**src/rtl/mem_pkg.sv**
```systemverilog
// Shared definitions for the memory request controller: default widths,
// RAM read truncation width and the controller FSM state encoding.
package mem_pkg;

  localparam int AW_DEFAULT  = 7;
  localparam int DW_DEFAULT  = 16;

  // The RAM only returns the low 7 bits of a word on a read.
  localparam int RAM_RD_BITS = 7;

  localparam logic [0:0] ST_IDLE    = 1'b0;
  localparam logic [0:0] ST_RD_WAIT = 1'b1;

endpackage

```
**src/rtl/wr_fifo_cam.sv**
```systemverilog
// Posted-write buffer: a FIFO of {addr, data} entries that drains its head
// every cycle it is non-empty, plus an address search across all valid
// entries that returns the data of the newest match.
module wr_fifo_cam import mem_pkg::*; #(
  parameter int DEPTH = 4,
  parameter int AW    = AW_DEFAULT,
  parameter int DW    = DW_DEFAULT
) (
  input  logic          clk,
  input  logic          rst_n,
  input  logic          push,
  input  logic [AW-1:0] push_addr,
  input  logic [DW-1:0] push_data,
  output logic          head_valid,
  output logic [AW-1:0] head_addr,
  output logic [DW-1:0] head_data,
  output logic          full,
  output logic          empty,
  input  logic [AW-1:0] search_addr,
  output logic          hit,
  output logic [DW-1:0] hit_data
);

  localparam int PW = $clog2(DEPTH);
  localparam int CW = PW + 1;

  logic [AW-1:0] addr_mem [DEPTH];
  logic [DW-1:0] data_mem [DEPTH];
  logic [PW-1:0] wr_ptr;
  logic [PW-1:0] rd_ptr;
  logic [CW-1:0] count;
  logic          do_push;
  logic          do_pop;
  logic [PW-1:0] idx;

  assign empty      = (count == '0);
  assign full       = (count == CW'(DEPTH));
  assign do_push    = push && !full;
  assign do_pop     = !empty;
  assign head_valid = !empty;
  assign head_addr  = addr_mem[rd_ptr];
  assign head_data  = data_mem[rd_ptr];

  // Pointer and occupancy bookkeeping; a push and pop together leave count alone.
  always_ff @(posedge clk or negedge rst_n) begin
    if (!rst_n) begin
      wr_ptr <= '0;
      rd_ptr <= '0;
      count  <= '0;
    end else begin
      if (do_push) wr_ptr <= wr_ptr + 1'b1;
      if (do_pop)  rd_ptr <= rd_ptr + 1'b1;
      case ({do_push, do_pop})
        2'b10:   count <= count + 1'b1;
        2'b01:   count <= count - 1'b1;
        default: count <= count;
      endcase
    end
  end

  // Entry storage needs no reset: only entries below count are ever looked at.
  always_ff @(posedge clk) begin
    if (do_push) begin
      addr_mem[wr_ptr] <= push_addr;
      data_mem[wr_ptr] <= push_data;
    end
  end

  // Scan oldest to newest so a later match overrides an earlier one.
  always_comb begin
    hit      = 1'b0;
    hit_data = '0;
    idx      = '0;
    for (int i = 0; i < DEPTH; i++) begin
      idx = rd_ptr + PW'(i);
      if ((CW'(i) < count) && (addr_mem[idx] == search_addr)) begin
        hit      = 1'b1;
        hit_data = data_mem[idx];
      end
    end
  end

endmodule

```
**src/rtl/mem_req_ctrl.sv**
```systemverilog
// Memory request controller: writes are posted into a buffer that drains to
// RAM port 0; reads either forward from the buffer or go to RAM port 1, and
// return a response one cycle after acceptance.
module mem_req_ctrl import mem_pkg::*; #(
  parameter int DEPTH = 4,
  parameter int AW    = AW_DEFAULT,
  parameter int DW    = DW_DEFAULT
) (
  input  logic          clk,
  input  logic          rst_n,
  input  logic          req_valid,
  output logic          req_ready,
  input  logic          req_we,
  input  logic [AW-1:0] req_addr,
  input  logic [DW-1:0] req_wdata,
  output logic          rsp_valid,
  output logic [DW-1:0] rsp_rdata,
  output logic          wb_empty,
  output logic          ram_read_en0,
  output logic          ram_write_en0,
  output logic [AW-1:0] ram_addr0,
  output logic [DW-1:0] ram_din0,
  output logic          ram_read_en1,
  output logic          ram_write_en1,
  output logic [AW-1:0] ram_addr1,
  output logic [DW-1:0] ram_din1,
  input  logic [DW-1:0] ram_dout1
);

  logic [0:0]    state;
  logic          wb_full;
  logic          head_valid;
  logic          accept;
  logic          wr_push;
  logic          rd_accept;
  logic          cam_hit;
  logic [DW-1:0] cam_data;
  logic [DW-1:0] fwd_trunc;
  logic          fwd_hit_q;
  logic [DW-1:0] fwd_data_q;
  logic [DW-1:0] rdata_q;
  logic [DW-1:0] rsp_live;

  // Requests are refused while a read is outstanding, the buffer is full,
  // or reset is held, so nothing reaches the RAM during reset.
  assign req_ready = rst_n && (state == ST_IDLE) && !wb_full;
  assign accept    = req_valid && req_ready;
  assign wr_push   = accept && req_we;
  assign rd_accept = accept && !req_we;

  wr_fifo_cam #(
    .DEPTH(DEPTH),
    .AW   (AW),
    .DW   (DW)
  ) u_wr_fifo_cam (
    .clk        (clk),
    .rst_n      (rst_n),
    .push       (wr_push),
    .push_addr  (req_addr),
    .push_data  (req_wdata),
    .head_valid (head_valid),
    .head_addr  (ram_addr0),
    .head_data  (ram_din0),
    .full       (wb_full),
    .empty      (wb_empty),
    .search_addr(req_addr),
    .hit        (cam_hit),
    .hit_data   (cam_data)
  );

  assign ram_read_en0  = 1'b0;
  assign ram_write_en0 = head_valid;
  assign ram_write_en1 = 1'b0;
  assign ram_din1      = '0;
  assign ram_read_en1  = rd_accept && !cam_hit;
  assign ram_addr1     = req_addr;

  // Forwarded data is cut to the bits a RAM read would have returned.
  always_comb begin
    fwd_trunc = '0;
    fwd_trunc[RAM_RD_BITS-1:0] = cam_data[RAM_RD_BITS-1:0];
  end

  // Two-state FSM: an accepted read waits exactly one cycle for its response.
  always_ff @(posedge clk or negedge rst_n) begin
    if (!rst_n) begin
      state <= ST_IDLE;
    end else begin
      case (state)
        ST_IDLE:    if (rd_accept) state <= ST_RD_WAIT;
        ST_RD_WAIT: state <= ST_IDLE;
        default:    state <= ST_IDLE;
      endcase
    end
  end

  // Capture the forwarding decision and data when the read is accepted.
  always_ff @(posedge clk or negedge rst_n) begin
    if (!rst_n) begin
      fwd_hit_q  <= 1'b0;
      fwd_data_q <= '0;
    end else if (rd_accept) begin
      fwd_hit_q  <= cam_hit;
      fwd_data_q <= fwd_trunc;
    end
  end

  assign rsp_valid = (state == ST_RD_WAIT);
  assign rsp_live  = fwd_hit_q ? fwd_data_q : ram_dout1;
  assign rsp_rdata = rsp_valid ? rsp_live : rdata_q;

  // Remember the last response so rsp_rdata holds between responses.
  always_ff @(posedge clk or negedge rst_n) begin
    if (!rst_n) begin
      rdata_q <= '0;
    end else if (rsp_valid) begin
      rdata_q <= rsp_live;
    end
  end

endmodule

```
**config.mk**
```make
export PLATFORM = sky130hd
export DESIGN_NAME = mem_req_ctrl
export DESIGN_NICKNAME = d
export VERILOG_FILES = /design/src/rtl/mem_pkg.sv /design/src/rtl/wr_fifo_cam.sv /design/src/rtl/mem_req_ctrl.sv
export SDC_FILE = /design/constraint.sdc
export NUM_CORES = 1
export LEC_CHECK = 0
export ABC_AREA = 1
export CAP_MARGIN = 20
export CORE_MARGIN = 8
export CORE_UTILIZATION = 46
export DETAILED_ROUTE_END_ITERATION = 8
export HOLD_SLACK_MARGIN = 0.02
export PLACE_DENSITY = 0.77
export SYNTH_ARGS = -nofsm -noshare
export SYNTH_HDL_FRONTEND = slang
export SYNTH_SLANG_ARGS = --single-unit
```
**constraint.sdc**
```tcl
create_clock -name clk -period 3.2 [get_ports clk]
set_input_delay 0.64 -clock clk [delete_from_list [all_inputs] [get_ports clk]]
set_output_delay 0.64 -clock clk [all_outputs]
set_load 0.05 [all_outputs]
```
Word level (Yosys, flattened, before mapping) --
Memory sizes are Yosys's and may differ from the RTL's. Index checks and enable logic that the tools add are counted. W data, S select, Z words.
Storage, ports and cells: register bits after elaboration 32, RAM bits 92, bits of input ports 43, output and inout port bits 69, memories 2
Memories:
- u_wr_fifo_cam.data_mem | words 4, bits a word 16, read ports 4, clocked after memory_dff 0, wr ports 1, RTL line wr_fifo_cam.sv:28 | logic [DW-1:0] data_mem [DEPTH];
- u_wr_fifo_cam.addr_mem | words 4, bits a word 7, read ports 4, clocked after memory_dff 0, wr ports 1, RTL line wr_fifo_cam.sv:27 | logic [AW-1:0] addr_mem [DEPTH];
Operators by class: add/sub/neg operators 6, $lt $le $gt $ge 4, eq/ne operators 7, mux-type cells 15, bitwise operators 1, reduce and logical (&&, ||, !) cells 17
Operators with widths (number):
- $mux W16 | 2
- $eq A7 B7 Y1 | 4
- $mux W7 | 4
- $logic_and A1 B1 Y1 | 11
- $mux W1 | 7
- $lt A1 B3 Y1 const A | 2
- $lt A2 B3 Y1 const A | 2
- $pmux W3 S2 | 1
- $add A2 B1 Y2 const B | 2
- $add A2 B2 Y2 const B | 2
- $logic_not A1 Y1 | 4
- $add A3 B1 Y3 const B | 1
- $eq A3 B3 Y1 const B | 1
- $logic_not A3 Y1 | 1
- $sub A3 B1 Y3 const B | 1
- $eq A2 B1 Y1 const B | 1
- $eq A2 B2 Y1 const B | 1
- $pmux W1 S2 | 1
- $reduce_bool A2 Y1 | 1
- $not A1 Y1 | 1

Longest topological paths before layout --
Gate-level depths: netlist (run 1). An unclocked memory read counts as a cell.
depth in word-level cells 9, depth in mapped cells 17, gate-level depth less buffers 16

Modules after synthesis --
A second synthesis (run 1) with hierarchy kept.
Unflattened totals: cells, all modules 1102, area, all modules 8036.5 um^2
Modules (own cells, without submodules):
- wr_fifo_cam | times used 1, cells an instance 956, area an instance 6759.0 um^2, sequential area each 2937.8 um^2
- mem_req_ctrl | times used 1, cells an instance 146, area an instance 1277.5 um^2, sequential area each 625.6 um^2

Least setup slack after synthesis (run 1) --
OpenSTA, ideal clock, no wires.
path kind register to output, start point register state, in the netlist rsp_valid, end point output ram_read_en1, arrival 2.978 ns, required time 2.560 ns, slack -0.418 ns, cell stages (with the launch flop) 7, path buffers 1, path through dfrtp_1 clkbuf_1 nor2_1 nand2_1 nor2_1 nand3b_1 nor3_1
On the way: longest elaborated chain between the ends 6
RTL lines:
- start: declaration | RTL line mem_req_ctrl.sv:30 | logic [0:0] state;
- start signal: assignment | RTL line mem_req_ctrl.sv:87 | state <= ST_IDLE;
- start signal: assignment | RTL line mem_req_ctrl.sv:90 | ST_IDLE: if (rd_accept) state <= ST_RD_WAIT;
- start signal: assignment | RTL line mem_req_ctrl.sv:91 | ST_RD_WAIT: state <= ST_IDLE;
- $not A1 Y1 | RTL line mem_req_ctrl.sv:46 | assign req_ready = rst_n && (state == ST_IDLE) && !wb_full;
- $logic_and A1 B1 Y1 (2 in series) | RTL line mem_req_ctrl.sv:46
- net req_ready | RTL line mem_req_ctrl.sv:12 | output logic req_ready,
- $logic_and A1 B1 Y1 | RTL line mem_req_ctrl.sv:47 | assign accept = req_valid && req_ready;
- $logic_and A1 B1 Y1 | RTL line mem_req_ctrl.sv:49 | assign rd_accept = accept && !req_we;
- $logic_and A1 B1 Y1 | RTL line mem_req_ctrl.sv:75 | assign ram_read_en1 = rd_accept && !cam_hit;
- end: declaration | RTL line mem_req_ctrl.sv:23 | output logic ram_read_en1,
The timed path passes the listed nets, and every way through them passes these cells.

Worst setup path after layout (run 1) --
start point register u_wr_fifo_cam.rd_ptr[0], end point output ram_read_en1
On the way: longest elaborated chain between the ends 9, elaborated cells on any way between the ends 18, those cells by class add/sub: 3; eq/ne: 4; mux: 4; reduce/logical: 6; memory: 1
RTL lines:
- start: declaration | RTL line wr_fifo_cam.sv:30 | logic [PW-1:0] rd_ptr;
- start signal: assignment | RTL line wr_fifo_cam.sv:52 | if (do_pop) rd_ptr <= rd_ptr + 1'b1;
- $add A2 B1 Y2 or $mem_v2 Z4 W7 (tied branches)
- $mem_v2 Z4 W7 (*)
- $eq A7 B7 Y1 or $logic_and A1 B1 Y1 (tied branches) | RTL line wr_fifo_cam.sv:76 | if ((CW'(i) < count) && (addr_mem[idx] == search_addr)) begin
- $logic_and A1 B1 Y1 or $mux W1 (tied branches) | RTL line wr_fifo_cam.sv:76
- $mux W1 (2 in series) | RTL line wr_fifo_cam.sv:76
- $mux W1 (*) | RTL line wr_fifo_cam.sv:76
- $logic_not A1 Y1 (*) | RTL line mem_req_ctrl.sv:75
- $logic_and A1 B1 Y1 (*) | RTL line mem_req_ctrl.sv:75
Mark *: on every way between the ends. The rest lies on a longest branch, timed or not.

==> flow_results.xml, run 1 <==
<?xml version="1.0" encoding="UTF-8"?>
<metrics>
  <group name="synthesis">
    <metric name="synth_top_area_cell" unit="">sky130_fd_sc_hd__edfxtp_1</metric>
    <metric name="synth.top_cell.area_share" unit="">0.3922</metric>
    <metric name="synth-edff-count" unit="">92</metric>
    <metric name="post_synth_main_area_contributors" unit="">sky130_fd_sc_hd__edfxtp_1 39%, sky130_fd_sc_hd__nand2_1 16%, sky130_fd_sc_hd__dfrtp_1 11%, sky130_fd_sc_hd__nand3_1 8.5%, sky130_fd_sc_hd__o21ai_0 5.3%</metric>
    <metric name="synth_area" unit="µm²">7044</metric>
    <metric name="synthCells" unit="">887</metric>
    <metric name="synthArstFlopShare" unit="">0.2581</metric>
    <metric name="synth_common_cells" unit="">302 x sky130_fd_sc_hd__nand2_1, 119 x sky130_fd_sc_hd__nand3_1, 95 x sky130_fd_sc_hd__inv_1</metric>
    <metric name="synth_warnings" unit="">0</metric>
    <metric name="ys_dominant_reg_cell" unit="">sky130_fd_sc_hd__edfxtp_1</metric>
    <metric name="yosysMostFrequentCell" unit="">sky130_fd_sc_hd__nand2_1</metric>
    <metric name="synth_sequential_area_ratio" unit="">0.5059</metric>
    <metric name="ys_ff_latch" unit="">124</metric>
    <metric name="synthesis.area_per_instance" unit="µm²">7.942</metric>
    <metric name="synth.lib_cells_used.distinct" unit="">33</metric>
  </group>
  <group name="die">
    <metric name="pin_count" unit="">112</metric>
    <metric name="start_util" unit="">0.4668</metric>
    <metric name="placeableCoreArea" unit="µm²">15090</metric>
    <metric name="die_w" unit="µm">139.8</metric>
    <metric name="dieArea" unit="µm²">19530</metric>
    <metric name="rows" unit="">45</metric>
    <metric name="vertical_die_dimension" unit="µm">139.8</metric>
  </group>
  <group name="pwr">
    <metric name="power_density" unit="nW/µm²">1092</metric>
    <metric name="total_leakage_power" unit="nW">4.309</metric>
    <metric name="ir_worst_vdd" unit="mV">0.7158</metric>
  </group>
  <group name="timing">
    <metric name="clock-skew-final" unit="ps">13.56</metric>
    <metric name="setup_ws" unit="ps">46.27</metric>
    <metric name="timing.final.hold_violations" unit="">0</metric>
    <metric name="share_of_the_cycle_needed_by_the_critical_path_after_routing" unit="">0.9855</metric>
    <metric name="number_of_endpoints_failing_setup_at_the_final_stage" unit="">0</metric>
    <metric name="crit_path_time_final" unit="ps">3154</metric>
    <metric name="maxSlewHeadroom" unit="">0.5042</metric>
    <metric name="worst_pin_slew" unit="ps">735.9</metric>
    <metric name="final-max-slew-violation-count" unit="">0</metric>
    <metric name="max_freq" unit="MHz">317.1</metric>
  </group>
  <group name="routing">
    <metric name="detail_route.first_pass.iterations" unit="">6</metric>
    <metric name="remaining_drcs" unit="">0</metric>
    <metric name="drtIter0Drc" unit="">656</metric>
    <metric name="wl_per_cell" unit="µm">16.27</metric>
    <metric name="route.antenna.remaining_nets" unit="">0</metric>
    <metric name="avgViaCountPerCell" unit="">5.386</metric>
    <metric name="drt_wl_total" unit="mm">19.70</metric>
    <metric name="vias" unit="">6522</metric>
  </group>
  <group name="global_routing">
    <metric name="global_route.usage.total" unit="">0.1866</metric>
    <metric name="grt_start_max_net_pins" unit="">57</metric>
    <metric name="number_of_antenna_violations_at_the_first_check_in_global_routing" unit="">0</metric>
    <metric name="number_of_global_route_vias_before_repair" unit="">5826</metric>
    <metric name="globalRouteOverflowTotal" unit="">0</metric>
    <metric name="grt_pass1_wl" unit="mm">28.93</metric>
  </group>
  <group name="clock_tree">
    <metric name="cts_made_buffers" unit="">17</metric>
    <metric name="cts_root_buffer" unit="">sky130_fd_sc_hd__clkbuf_16</metric>
    <metric name="clock_latency" unit="ps">430</metric>
    <metric name="cts_max_path_buffers" unit="">2</metric>
    <metric name="tritoncts" unit="">yes</metric>
    <metric name="numClockSinks" unit="">124</metric>
    <metric name="cts_h_tree_depth" unit="">4</metric>
    <metric name="postCtsHoldBufs" unit="">0</metric>
    <metric name="cts.clk_slew.worst_paths" unit="ps">60</metric>
  </group>
  <group name="placed_design">
    <metric name="buffer_ports.inserted" unit="">93</metric>
    <metric name="place.detailed.instances" unit="">1156</metric>
    <metric name="post_place_setup_slack" unit="ps">25.05</metric>
    <metric name="place.detailed.hpwl" unit="mm">12.71</metric>
    <metric name="globalplace.congestion" unit="">0.9211</metric>
  </group>
  <group name="setup_path">
    <metric name="critical_path.startpoint_type" unit="">flip-flop</metric>
    <metric name="end_kind" unit="">output pin</metric>
    <metric name="rr_endpoint" unit="">fwd_data_q[2]</metric>
    <metric name="regToRegStartpoint" unit="">u_wr_fifo_cam.rd_ptr[0]</metric>
    <metric name="critical_path_required" unit="ps">2560</metric>
    <metric name="crit_fanout" unit="">15</metric>
    <metric name="timing.setup.critical_path_class" unit="">flip-flop to output pin</metric>
    <metric name="crit_chain" unit="">inv_8 -&gt; nand2_4 -&gt; nand2_2 -&gt; buf_12 -&gt; nand3_1 -&gt; nand3_1 -&gt; nand2_1 -&gt; nand2_1 -&gt; nor2_2 -&gt; nand2_2 -&gt; nand3b_1 -&gt; nor3_4 -&gt; buf_12</metric>
    <metric name="worst_r2r_path_depth" unit="">14</metric>
    <metric name="peak_per_stage_delay_on_the_critical_path" unit="ps">500</metric>
    <metric name="critical-path-slowest-cell" unit="">sky130_fd_sc_hd__dfrtp_2</metric>
    <metric name="cp_data_arrival_time" unit="ps">2510</metric>
    <metric name="ff2ff_setup_slack" unit="ps">680</metric>
  </group>
  <group name="cells_and_area">
    <metric name="nFillCells" unit="">1200</metric>
    <metric name="nNetsFinal" unit="">1061</metric>
    <metric name="final_cell_count_no_fill" unit="">1211</metric>
    <metric name="final_layout_size_suffix_gt1_frac" unit="">0.1896</metric>
    <metric name="inserted_diodes" unit="">0</metric>
    <metric name="area.growth.synth_to_final" unit="%">34.12</metric>
  </group>
  <group name="worst_hold_path">
    <metric name="hold-path-endpoint" unit="">fwd_data_q[2]</metric>
    <metric name="hp-class" unit="">flip-flop to flip-flop</metric>
    <metric name="timing.hold.worst_path_depth" unit="">2</metric>
    <metric name="timing.hold.worst.start" unit="">fwd_data_q[2]</metric>
  </group>
  <group name="status">
    <metric name="run_status" unit="">completed</metric>
  </group>
  <group name="flow_run">
    <metric name="max-cap-violations" unit="">0</metric>
  </group>
</metrics>
cell families (layout without fill, tap and decap cells):
group                    Yosys count  in the layout  synth area share
AO/OA/AOI/OAI                    109            109           0.08277
XOR/XNOR                           7              7          0.008704
adder cells (fa/ha/maj)            8              8           0.01421
buffers and inverters            162            279            0.1050
flip-flops                       124            124            0.5059
multiplexers                       1              1          0.001598
other                              1             18         0.0005323
AND/OR/NAND/NOR                  475            477            0.2813
flip-flops by register name (all words and copies together), names as in the netlist:
| name | count |
|---|---|
| u_wr_fifo_cam.count | 3 |
| fwd_hit_q | 1 |
| rsp_valid | 1 |
| u_wr_fifo_cam.rd_ptr | 2 |
| u_wr_fifo_cam.wr_ptr | 2 |
| rdata_q | 16 |
| u_wr_fifo_cam.addr_mem | 28 |
| u_wr_fifo_cam.data_mem | 64 |
| fwd_data_q | 7 |
metrics by stage:
stage | setup TNS (ps) | cell area, µm² | hold slack [ps] | utilization | power [mW]
after global routing | -67.04 | 9448 | 497.9 | 0.6261 | 10.87
after global placement | 0 | 8307 | 463.3 | 0.5505 | 7.400
final | 0 | 9448 | 481.1 | 0.6261 | 10.32
after CTS | 0 | 8949 | 486.2 | 0.5930 | 9.483
after detailed placement | 0 | 8307 | 469.5 | 0.5505 | 7.483
after floorplan | -18870 | 7113 | 344.4 | - | 5.723
power breakdown:
part / leakage [nW] / internal [mW] / switching [mW] / total, mW
Combinational: 2.79 / 2.26 / 4.03 / 6.29
Clock: 0.289 / 1.11 / 0.803 / 1.92
Sequential: 1.23 / 1.97 / 0.147 / 2.12
Total: 4.31 / 5.34 / 4.98 / 10.3
metal layers:
layer  GRT usage  up-vias  wire, µm
li1            -     3126         -
met1      0.2276     2982      7816
met2      0.2995      352      9355
met3     0.05027       62      1885
met4     0.09314        0       641
met5           0        -         0
worst max-delay path, delay by kind of cell (launching register included):
family,cells,cell delay [ps]
and+or+nand+nor,10,1080
DFF,1,500
buffers and inverters,3,490
final cells by class:
class	instances	area (µm²)	share of cell area
clock buffer	17	425.4	0.04503
multi-input combinational	620	3047	0.3225
sequential	124	3566	0.3774
clock inverter	15	172.7	0.01828
timing repair buffer	147	1617	0.1711
tap	188	235.2	0.02490
inverter	100	385.4	0.04079
timing repair:
item,CTS,global route
setup endpoints to repair,1,1
cloned,0,6
resized for setup,9,76
buffers inserted,1,16
pin swaps,1,15
how the worst max path moves through the flow:
stage	start	to	cells past startpoint
after floorplan	rsp_valid	u_wr_fifo_cam.addr_mem[0][0]	4
after global placement	req_addr[0]	ram_read_en1	10
after detailed placement	req_addr[0]	ram_read_en1	10
after CTS	u_wr_fifo_cam.rd_ptr[1]	ram_read_en1	14
after global routing	u_wr_fifo_cam.rd_ptr[0]	ram_read_en1	14
final	u_wr_fifo_cam.rd_ptr[0]	ram_read_en1	13
placed cells by master, fill, tap and decap left out, types with 11 or more instances in the layout:
master	count
sky130_fd_sc_hd__nand3_2	16
sky130_fd_sc_hd__nand2_1	272
sky130_fd_sc_hd__nor2_1	31
sky130_fd_sc_hd__dfrtp_1	30
sky130_fd_sc_hd__o21ai_0	74
sky130_fd_sc_hd__inv_1	93
sky130_fd_sc_hd__conb_1	18
sky130_fd_sc_hd__edfxtp_1	92
sky130_fd_sc_hd__nand2_2	26
sky130_fd_sc_hd__clkdlybuf4s50_1	56
sky130_fd_sc_hd__a21oi_1	11
sky130_fd_sc_hd__buf_4	61
sky130_fd_sc_hd__clkbuf_16	21
sky130_fd_sc_hd__buf_12	23
sky130_fd_sc_hd__nand3_1	103
(Power assumes the default switching activity.)
==> inputs of run 2 (changes only) <==
--- a/config.mk
+++ b/config.mk
@@ -8,10 +8,10 @@
 export ABC_AREA = 1
 export CAP_MARGIN = 20
 export CORE_MARGIN = 8
-export CORE_UTILIZATION = 46
+export CORE_UTILIZATION = 45
 export DETAILED_ROUTE_END_ITERATION = 8
 export HOLD_SLACK_MARGIN = 0.02
-export PLACE_DENSITY = 0.77
+export PLACE_DENSITY = 0.76
 export SYNTH_ARGS = -nofsm -noshare
 export SYNTH_HDL_FRONTEND = slang
 export SYNTH_SLANG_ARGS = --single-unit
==> constraint.sdc (replaced) <==
create_clock -name clk -period 3.2 [get_ports clk]
set_input_delay 0.48 -clock clk [delete_from_list [all_inputs] [get_ports clk]]
set_output_delay 0.48 -clock clk [all_outputs]
set_load 0.05 [all_outputs]
==> run 2 against run 1 <==
  * Register-to-register slack got worse by 70 ps
  * Total power decreased by 6.0%
  * Clock skew decreased by 6.3 ps
  * Count of clock-buffer cells in the layout increased by 1
  * Worst hold slack improved by 1.6 ps
  * Largest cell class unchanged
  * Highest routed layer unchanged
==> flow_results.xml, run 2 (same netlist as run 1, synthesis figures left out) <==
<?xml version="1.0" encoding="UTF-8"?>
<metrics>
  <group name="clock_tree">
    <metric name="cts.clk_slew.worst_paths" unit="ps">60</metric>
    <metric name="postCtsHoldBufs" unit="">0</metric>
    <metric name="cts_made_buffers" unit="">17</metric>
    <metric name="numClockSinks" unit="">124</metric>
    <metric name="cts_max_path_buffers" unit="">2</metric>
    <metric name="cts_h_tree_depth" unit="">4</metric>
    <metric name="clock_latency" unit="ps">420</metric>
    <metric name="cts_root_buffer" unit="">sky130_fd_sc_hd__clkbuf_16</metric>
    <metric name="tritoncts" unit="">yes</metric>
  </group>
  <group name="setup_path">
    <metric name="worst_r2r_path_depth" unit="">15</metric>
    <metric name="critical_path.startpoint_type" unit="">flip-flop</metric>
    <metric name="cp_data_arrival_time" unit="ps">2560</metric>
    <metric name="ff2ff_setup_slack" unit="ps">610</metric>
    <metric name="critical_path_required" unit="ps">2720</metric>
    <metric name="peak_per_stage_delay_on_the_critical_path" unit="ps">470</metric>
    <metric name="rr_endpoint" unit="">fwd_data_q[1]</metric>
    <metric name="timing.setup.critical_path_class" unit="">flip-flop to output pin</metric>
    <metric name="end_kind" unit="">output pin</metric>
    <metric name="worst_setup_path_endpoint" unit="">ram_read_en1</metric>
    <metric name="critical-path-top-cell-by-count" unit="">sky130_fd_sc_hd__nand2_1</metric>
    <metric name="crit_fanout" unit="">18</metric>
    <metric name="crit_start" unit="">u_wr_fifo_cam.rd_ptr[1]</metric>
    <metric name="critical-path-slowest-cell" unit="">sky130_fd_sc_hd__dfrtp_2</metric>
    <metric name="regToRegStartpoint" unit="">u_wr_fifo_cam.rd_ptr[0]</metric>
    <metric name="crit_chain" unit="">inv_1 -&gt; nand2_1 -&gt; nand2_4 -&gt; buf_6 -&gt; nand2_1 -&gt; nand3_1 -&gt; nand2_1 -&gt; nand2_1 -&gt; nor2_4 -&gt; nand2_1 -&gt; nand3b_1 -&gt; nor3_4 -&gt; buf_12</metric>
  </group>
  <group name="pwr">
    <metric name="power_density" unit="nW/µm²">1077</metric>
    <metric name="power_report.internal_total" unit="mW">5.185</metric>
    <metric name="netSwitchingFraction" unit="">0.4654</metric>
    <metric name="total_switching_power" unit="mW">4.513</metric>
    <metric name="comb_power_share" unit="">0.564</metric>
    <metric name="post_layout_total_power" unit="mW">9.698</metric>
    <metric name="ir_worst_vdd" unit="mV">0.7766</metric>
    <metric name="total_leakage_power" unit="nW">4.048</metric>
    <metric name="flop_pwr_share" unit="">0.218</metric>
    <metric name="clkPwrFrac" unit="">0.218</metric>
  </group>
  <group name="routing">
    <metric name="drt_wl_total" unit="mm">18.26</metric>
    <metric name="remaining_drcs" unit="">0</metric>
    <metric name="wl_per_cell" unit="µm">15.20</metric>
    <metric name="vias" unit="">6087</metric>
    <metric name="route.antenna.remaining_nets" unit="">0</metric>
    <metric name="drtIter0Drc" unit="">500</metric>
    <metric name="detail_route.first_pass.iterations" unit="">5</metric>
    <metric name="avgViaCountPerCell" unit="">5.068</metric>
  </group>
  <group name="die">
    <metric name="dieArea" unit="µm²">19910</metric>
    <metric name="rows" unit="">45</metric>
    <metric name="start_util" unit="">0.4617</metric>
    <metric name="vertical_die_dimension" unit="µm">141.1</metric>
    <metric name="placeableCoreArea" unit="µm²">15260</metric>
    <metric name="pin_count" unit="">112</metric>
    <metric name="die_w" unit="µm">141.1</metric>
  </group>
  <group name="timing">
    <metric name="setup_ws" unit="ps">157.3</metric>
    <metric name="maxSlewHeadroom" unit="">0.5012</metric>
    <metric name="final-max-slew-violation-count" unit="">0</metric>
    <metric name="max_freq" unit="MHz">328.7</metric>
    <metric name="number_of_endpoints_failing_setup_at_the_final_stage" unit="">0</metric>
    <metric name="timing.final.hold_violations" unit="">0</metric>
    <metric name="share_of_the_cycle_needed_by_the_critical_path_after_routing" unit="">0.9508</metric>
    <metric name="clock-skew-final" unit="ps">7.249</metric>
    <metric name="crit_path_time_final" unit="ps">3043</metric>
    <metric name="rsz0062_at_grt" unit="">true</metric>
    <metric name="accumulated_negative_setup_slack" unit="ps">0</metric>
    <metric name="worst_pin_slew" unit="ps">740.3</metric>
  </group>
  <group name="cells_and_area">
    <metric name="largest_reg_flops" unit="">64</metric>
    <metric name="inserted_diodes" unit="">0</metric>
    <metric name="nNetsFinal" unit="">1028</metric>
    <metric name="finish.utilization" unit="">0.5903</metric>
    <metric name="nFillCells" unit="">1313</metric>
    <metric name="layout_common_cells" unit="">301 x sky130_fd_sc_hd__nand2_1, 119 x sky130_fd_sc_hd__nand3_1, 95 x sky130_fd_sc_hd__inv_1, 92 x sky130_fd_sc_hd__edfxtp_1, 74 x sky130_fd_sc_hd__o21ai_0</metric>
    <metric name="mostFrequentLayoutCell" unit="">sky130_fd_sc_hd__nand2_1</metric>
    <metric name="area.growth.synth_to_final" unit="%">27.87</metric>
    <metric name="final_layout_size_suffix_gt1_frac" unit="">0.09899</metric>
    <metric name="most_flop_heavy_register" unit="">u_wr_fifo_cam.data_mem</metric>
    <metric name="top_regs" unit="">u_wr_fifo_cam.data_mem (64), u_wr_fifo_cam.addr_mem (28), rdata_q (16)</metric>
  </group>
  <group name="status">
    <metric name="run_status" unit="">completed</metric>
  </group>
  <group name="placed_design">
    <metric name="buffer_ports.inserted" unit="">93</metric>
    <metric name="place.detailed.hpwl" unit="mm">12.70</metric>
    <metric name="globalplace.congestion" unit="">0.8906</metric>
    <metric name="post_place_setup_slack" unit="ps">272.9</metric>
  </group>
  <group name="global_routing">
    <metric name="globalRouteOverflowTotal" unit="">0</metric>
    <metric name="global_route.usage.total" unit="">0.1867</metric>
    <metric name="number_of_global_route_vias_before_repair" unit="">5810</metric>
    <metric name="grt_start_max_net_pins" unit="">63</metric>
    <metric name="grt_pass1_wl" unit="mm">29.31</metric>
    <metric name="number_of_antenna_violations_at_the_first_check_in_global_routing" unit="">0</metric>
  </group>
  <group name="flow_run">
    <metric name="max-cap-violations" unit="">0</metric>
  </group>
  <group name="worst_hold_path">
    <metric name="hp-class" unit="">flip-flop to flip-flop</metric>
  </group>
</metrics>
[run 2: layer usage]
layer  share of wire  wire (µm)  vias to the layer above  global-route usage
met1            0.43       7868                     2768              0.2278
met5               0          0                        -                   0
met4           0.025        456                        0             0.08710
met3           0.077       1407                       31             0.05267
li1                -          -                     3056                   -
met2            0.47       8527                      232              0.3009
[run 2: final cells by class]
cell class	count	area [µm²]	share of cell area
Sequential cell	124	3567	0.3960
Multi-Input combinational cell	618	2841	0.3155
Timing Repair Buffer	116	1314	0.1459
Clock buffer	18	429.2	0.04765
Inverter	100	375.4	0.04167
Tap cell	211	264.0	0.02931
Clock inverter	14	216.5	0.02403
[run 2: power by group through the flow]
stage,Clock [mW],Sequential [mW],Combinational [mW]
3_3_place_gp,0,2.13,5.22
6_report,2.12,2.12,5.47
3_5_place_dp,0,2.14,5.28
5_1_grt,2.22,2.14,5.96
4_1_cts,2.14,2.11,5.34
2_1_floorplan,0,2.09,3.64
[run 2: critical path, delay by kind of cell (launching register included)]
kind | cells | cell delay, ps
simple gates | 10 | 1170
buf+inv | 3 | 490
flops | 1 | 470
[run 2: repair_timing]
action,4_1_cts,5_1_grt
resized for setup,3,10
pin swaps,0,1
setup endpoints to repair,1,7
setup buffers,0,3
[run 2: metrics by stage]
| step | cell area, µm² | cells | hold slack [ps] |
|---|---|---|---|
| 6_report | 9007 | 1201 | 482.7 |
| 5_1_grt | 9007 | 1201 | 499.5 |
| 4_1_cts | 8937 | 1198 | 484.4 |
| 3_5_place_dp | 8280 | 1166 | 468.5 |
| 3_3_place_gp | 8280 | 1166 | 463.1 |
| 2_1_floorplan | 7113 | 904 | 184.4 |
[run 2: worst min-delay path by stage]
stage | endpoint | start | cells after the start
4_1_cts | fwd_data_q[5] | fwd_data_q[5] | 2
5_1_grt | fwd_data_q[0] | fwd_data_q[0] | 2
3_5_place_dp | fwd_data_q[5] | fwd_data_q[5] | 2
3_3_place_gp | fwd_data_q[1] | fwd_data_q[1] | 2
2_1_floorplan | fwd_data_q[0] | rst_n | 0
6_report | fwd_data_q[5] | fwd_data_q[5] | 2
==> inputs of run 3 (changes only) <==
==> constraint.sdc (replaced) <==
create_clock -name clk -period 3.4 [get_ports clk]
set_input_delay 0.51 -clock clk [delete_from_list [all_inputs] [get_ports clk]]
set_output_delay 0.51 -clock clk [all_outputs]
set_load 0.05 [all_outputs]
==> run 3 against run 2 <==
  * Die area unchanged
  * Flip-flop and latch count stayed put
  * Cell count down 0.50%
  * Setup slack improved by 61 ps
  * Clock skew increased by 8.9 ps
  * Count of clock-buffer cells in the layout unchanged
  * Sequential share of layout area increased by 0.45 points
  * First-iteration DRC count shrank 4.0%
  * Highest routed layer unchanged
==> flow_results.xml, run 3 (same netlist as run 1, synthesis figures left out) <==
<?xml version="1.0" encoding="UTF-8"?>
<metrics>
  <group name="status">
    <metric name="run_status" unit="">completed</metric>
  </group>
  <group name="setup_path">
    <metric name="critical-path-slowest-cell" unit="">sky130_fd_sc_hd__dfrtp_2</metric>
    <metric name="timing.setup.critical_path_class" unit="">flip-flop to output pin</metric>
    <metric name="end_kind" unit="">output pin</metric>
    <metric name="critical_path.startpoint_type" unit="">flip-flop</metric>
    <metric name="critical-path-top-cell-by-count" unit="">sky130_fd_sc_hd__nand2_1</metric>
    <metric name="crit_fanout" unit="">15</metric>
    <metric name="worst_path_dominant_cell_family" unit="">simple AND/OR/NAND/NOR gates</metric>
    <metric name="crit_chain" unit="">inv_2 -&gt; buf_4 -&gt; nand2_1 -&gt; nand2_2 -&gt; nand2_1 -&gt; nand2_1 -&gt; nand2_1 -&gt; nand3_1 -&gt; nor2_2 -&gt; nand2_1 -&gt; nand3b_1 -&gt; nor3_2 -&gt; buf_12</metric>
    <metric name="critical_path_buf_inv_count" unit="">3</metric>
    <metric name="cp_data_arrival_time" unit="ps">2670</metric>
    <metric name="critical_path_required" unit="ps">2890</metric>
    <metric name="peak_per_stage_delay_on_the_critical_path" unit="ps">440</metric>
  </group>
  <group name="global_routing">
    <metric name="grt_start_max_net_pins" unit="">63</metric>
    <metric name="grt_pass1_wl" unit="mm">28.29</metric>
    <metric name="global_route.usage.total" unit="">0.1802</metric>
    <metric name="globalRouteOverflowTotal" unit="">0</metric>
    <metric name="number_of_global_route_vias_before_repair" unit="">5646</metric>
    <metric name="number_of_antenna_violations_at_the_first_check_in_global_routing" unit="">0</metric>
  </group>
  <group name="timing">
    <metric name="final-max-slew-violation-count" unit="">0</metric>
    <metric name="max_freq" unit="MHz">314.3</metric>
    <metric name="rsz0062_at_grt" unit="">false</metric>
    <metric name="maxSlewHeadroom" unit="">0.3884</metric>
    <metric name="clock-skew-final" unit="ps">16.11</metric>
    <metric name="hold_ws" unit="ps">481.3</metric>
    <metric name="crit_path_time_final" unit="ps">3182</metric>
    <metric name="timing.final.hold_violations" unit="">0</metric>
    <metric name="worst_pin_slew" unit="ps">917.4</metric>
    <metric name="share_of_the_cycle_needed_by_the_critical_path_after_routing" unit="">0.9359</metric>
    <metric name="number_of_endpoints_failing_setup_at_the_final_stage" unit="">0</metric>
    <metric name="accumulated_negative_setup_slack" unit="ps">0</metric>
  </group>
  <group name="cells_and_area">
    <metric name="mostFrequentLayoutCell" unit="">sky130_fd_sc_hd__nand2_1</metric>
    <metric name="top_regs" unit="">u_wr_fifo_cam.data_mem (64), u_wr_fifo_cam.addr_mem (28), rdata_q (16)</metric>
    <metric name="final_layout_size_suffix_gt1_frac" unit="">0.09553</metric>
    <metric name="finish.utilization" unit="">0.5835</metric>
    <metric name="area.growth.synth_to_final" unit="%">26.39</metric>
    <metric name="most_flop_heavy_register" unit="">u_wr_fifo_cam.data_mem</metric>
    <metric name="inserted_diodes" unit="">0</metric>
    <metric name="nNetsFinal" unit="">1022</metric>
    <metric name="largest_reg_flops" unit="">64</metric>
    <metric name="layout_common_cells" unit="">301 x sky130_fd_sc_hd__nand2_1, 119 x sky130_fd_sc_hd__nand3_1, 95 x sky130_fd_sc_hd__inv_1, 92 x sky130_fd_sc_hd__edfxtp_1, 74 x sky130_fd_sc_hd__o21ai_0</metric>
  </group>
  <group name="clock_tree">
    <metric name="clock_latency" unit="ps">420</metric>
    <metric name="cts_post_setup_buffers_inserted" unit="">0</metric>
    <metric name="cts_made_buffers" unit="">17</metric>
    <metric name="postCtsHoldBufs" unit="">0</metric>
    <metric name="cts.clk_slew.worst_paths" unit="ps">60</metric>
    <metric name="cts_root_buffer" unit="">sky130_fd_sc_hd__clkbuf_16</metric>
    <metric name="cts_h_tree_depth" unit="">4</metric>
    <metric name="numClockSinks" unit="">124</metric>
    <metric name="cts_max_path_buffers" unit="">2</metric>
    <metric name="tritoncts" unit="">yes</metric>
  </group>
  <group name="routing">
    <metric name="route.antenna.remaining_nets" unit="">0</metric>
    <metric name="drt_wl_total" unit="mm">17.76</metric>
    <metric name="detail_route.first_pass.iterations" unit="">5</metric>
    <metric name="drtIter0Drc" unit="">480</metric>
    <metric name="wl_per_cell" unit="µm">14.86</metric>
    <metric name="avgViaCountPerCell" unit="">5.085</metric>
    <metric name="remaining_drcs" unit="">0</metric>
    <metric name="vias" unit="">6077</metric>
  </group>
  <group name="placed_design">
    <metric name="buffer_ports.inserted" unit="">93</metric>
    <metric name="globalplace.congestion" unit="">0.9128</metric>
    <metric name="place.detailed.hpwl" unit="mm">12.76</metric>
  </group>
  <group name="die">
    <metric name="rows" unit="">45</metric>
    <metric name="die_w" unit="µm">141.1</metric>
    <metric name="pin_count" unit="">112</metric>
    <metric name="vertical_die_dimension" unit="µm">141.1</metric>
    <metric name="start_util" unit="">0.4617</metric>
    <metric name="placeableCoreArea" unit="µm²">15260</metric>
    <metric name="dieArea" unit="µm²">19910</metric>
  </group>
  <group name="pwr">
    <metric name="post_layout_total_power" unit="mW">8.965</metric>
    <metric name="power_density" unit="nW/µm²">1007</metric>
    <metric name="flop_pwr_share" unit="">0.222</metric>
    <metric name="power_report.internal_total" unit="mW">4.734</metric>
    <metric name="netSwitchingFraction" unit="">0.4720</metric>
    <metric name="clkPwrFrac" unit="">0.219</metric>
    <metric name="total_leakage_power" unit="nW">4.007</metric>
    <metric name="comb_power_share" unit="">0.559</metric>
    <metric name="total_switching_power" unit="mW">4.231</metric>
    <metric name="ir_worst_vdd" unit="mV">0.8787</metric>
  </group>
  <group name="worst_hold_path">
    <metric name="hp-class" unit="">flip-flop to flip-flop</metric>
  </group>
  <group name="flow_run">
    <metric name="max-cap-violations" unit="">0</metric>
  </group>
</metrics>
-- run 3: changes by cell type in the layout (fill, tap and decap cells not counted), sizes merged --
cell | before | now
buf | 48 | 42
bufinv | 5 | 4
clkinv | 7 | 6
inv | 100 | 102
-- run 3: through the flow --
| stage | cell area [µm²] | cells | setup slack (ps) |
|---|---|---|---|
| 2_1_floorplan | 7113 | 904 | -5.113 |
| 3_3_place_gp | 8245 | 1163 | 345.8 |
| 3_5_place_dp | 8245 | 1163 | 321.3 |
| 4_1_cts | 8900 | 1195 | 118.8 |
| 5_1_grt | 8904 | 1195 | 19.20 |
| 6_report | 8904 | 1195 | 218.0 |
-- run 3: final cells by class --
| cell class | count | area (µm²) |
|---|---|---|
| fill | 1304 | 6355 |
| sequential | 124 | 3566 |
| timing repair buffer | 110 | 1221 |
| inverter | 100 | 375.4 |
| multi-input combinational | 618 | 2830 |
| tap | 211 | 264.0 |
| clock inverter | 14 | 207.7 |
| clock buffer | 18 | 439.2 |
-- run 3: path summary, 6_finish.rpt --
path,slack (ps),from,cells after the start,end
worst max-delay path,220,u_wr_fifo_cam.rd_ptr[0],13,ram_read_en1
worst min-delay path,480,fwd_data_q[1],2,fwd_data_q[1]
worst max register to register,680,u_wr_fifo_cam.count[0],8,u_wr_fifo_cam.data_mem[0][12]
worst min register to register,480,fwd_data_q[1],2,fwd_data_q[1]
max in group asynchronous,2500,rst_n,2,u_wr_fifo_cam.rd_ptr[1]
min in group asynchronous,570,rst_n,2,rdata_q[11]
-- run 3: tightest hold or removal path: cells and delay by family (launching register included) --
kind             cells  cell delay (ps)
DFF                  1              340
and+or+nand+nor      2              100
-- run 3: power by group through the flow --
| stage | Sequential (mW) | Clock (mW) | Combinational [mW] |
|---|---|---|---|
| after global routing | 2.01 | 2.06 | 5.44 |
| final | 1.99 | 1.97 | 5.01 |
| after floorplan | 1.96 | 0 | 3.42 |
| after CTS | 1.99 | 1.99 | 4.99 |
| after global placement | 2.01 | 0 | 4.90 |
| after detailed placement | 2.02 | 0 | 4.95 |
-- run 3: routing by layer --
layer,up-vias,track usage,wire length [µm]
li1,3038,-,-
met4,0,0.07692,350
met3,30,0.05469,1528
met2,272,0.2895,8143
met5,-,0,0
met1,2737,0.2207,7741
-- run 3: repair_timing --
| action | CTS | global route |
|---|---|---|
| gates resized for setup | 2 | 2 |
| pin swaps | 0 | 0 |
| endpoints found under the setup margin | 1 | 1 |
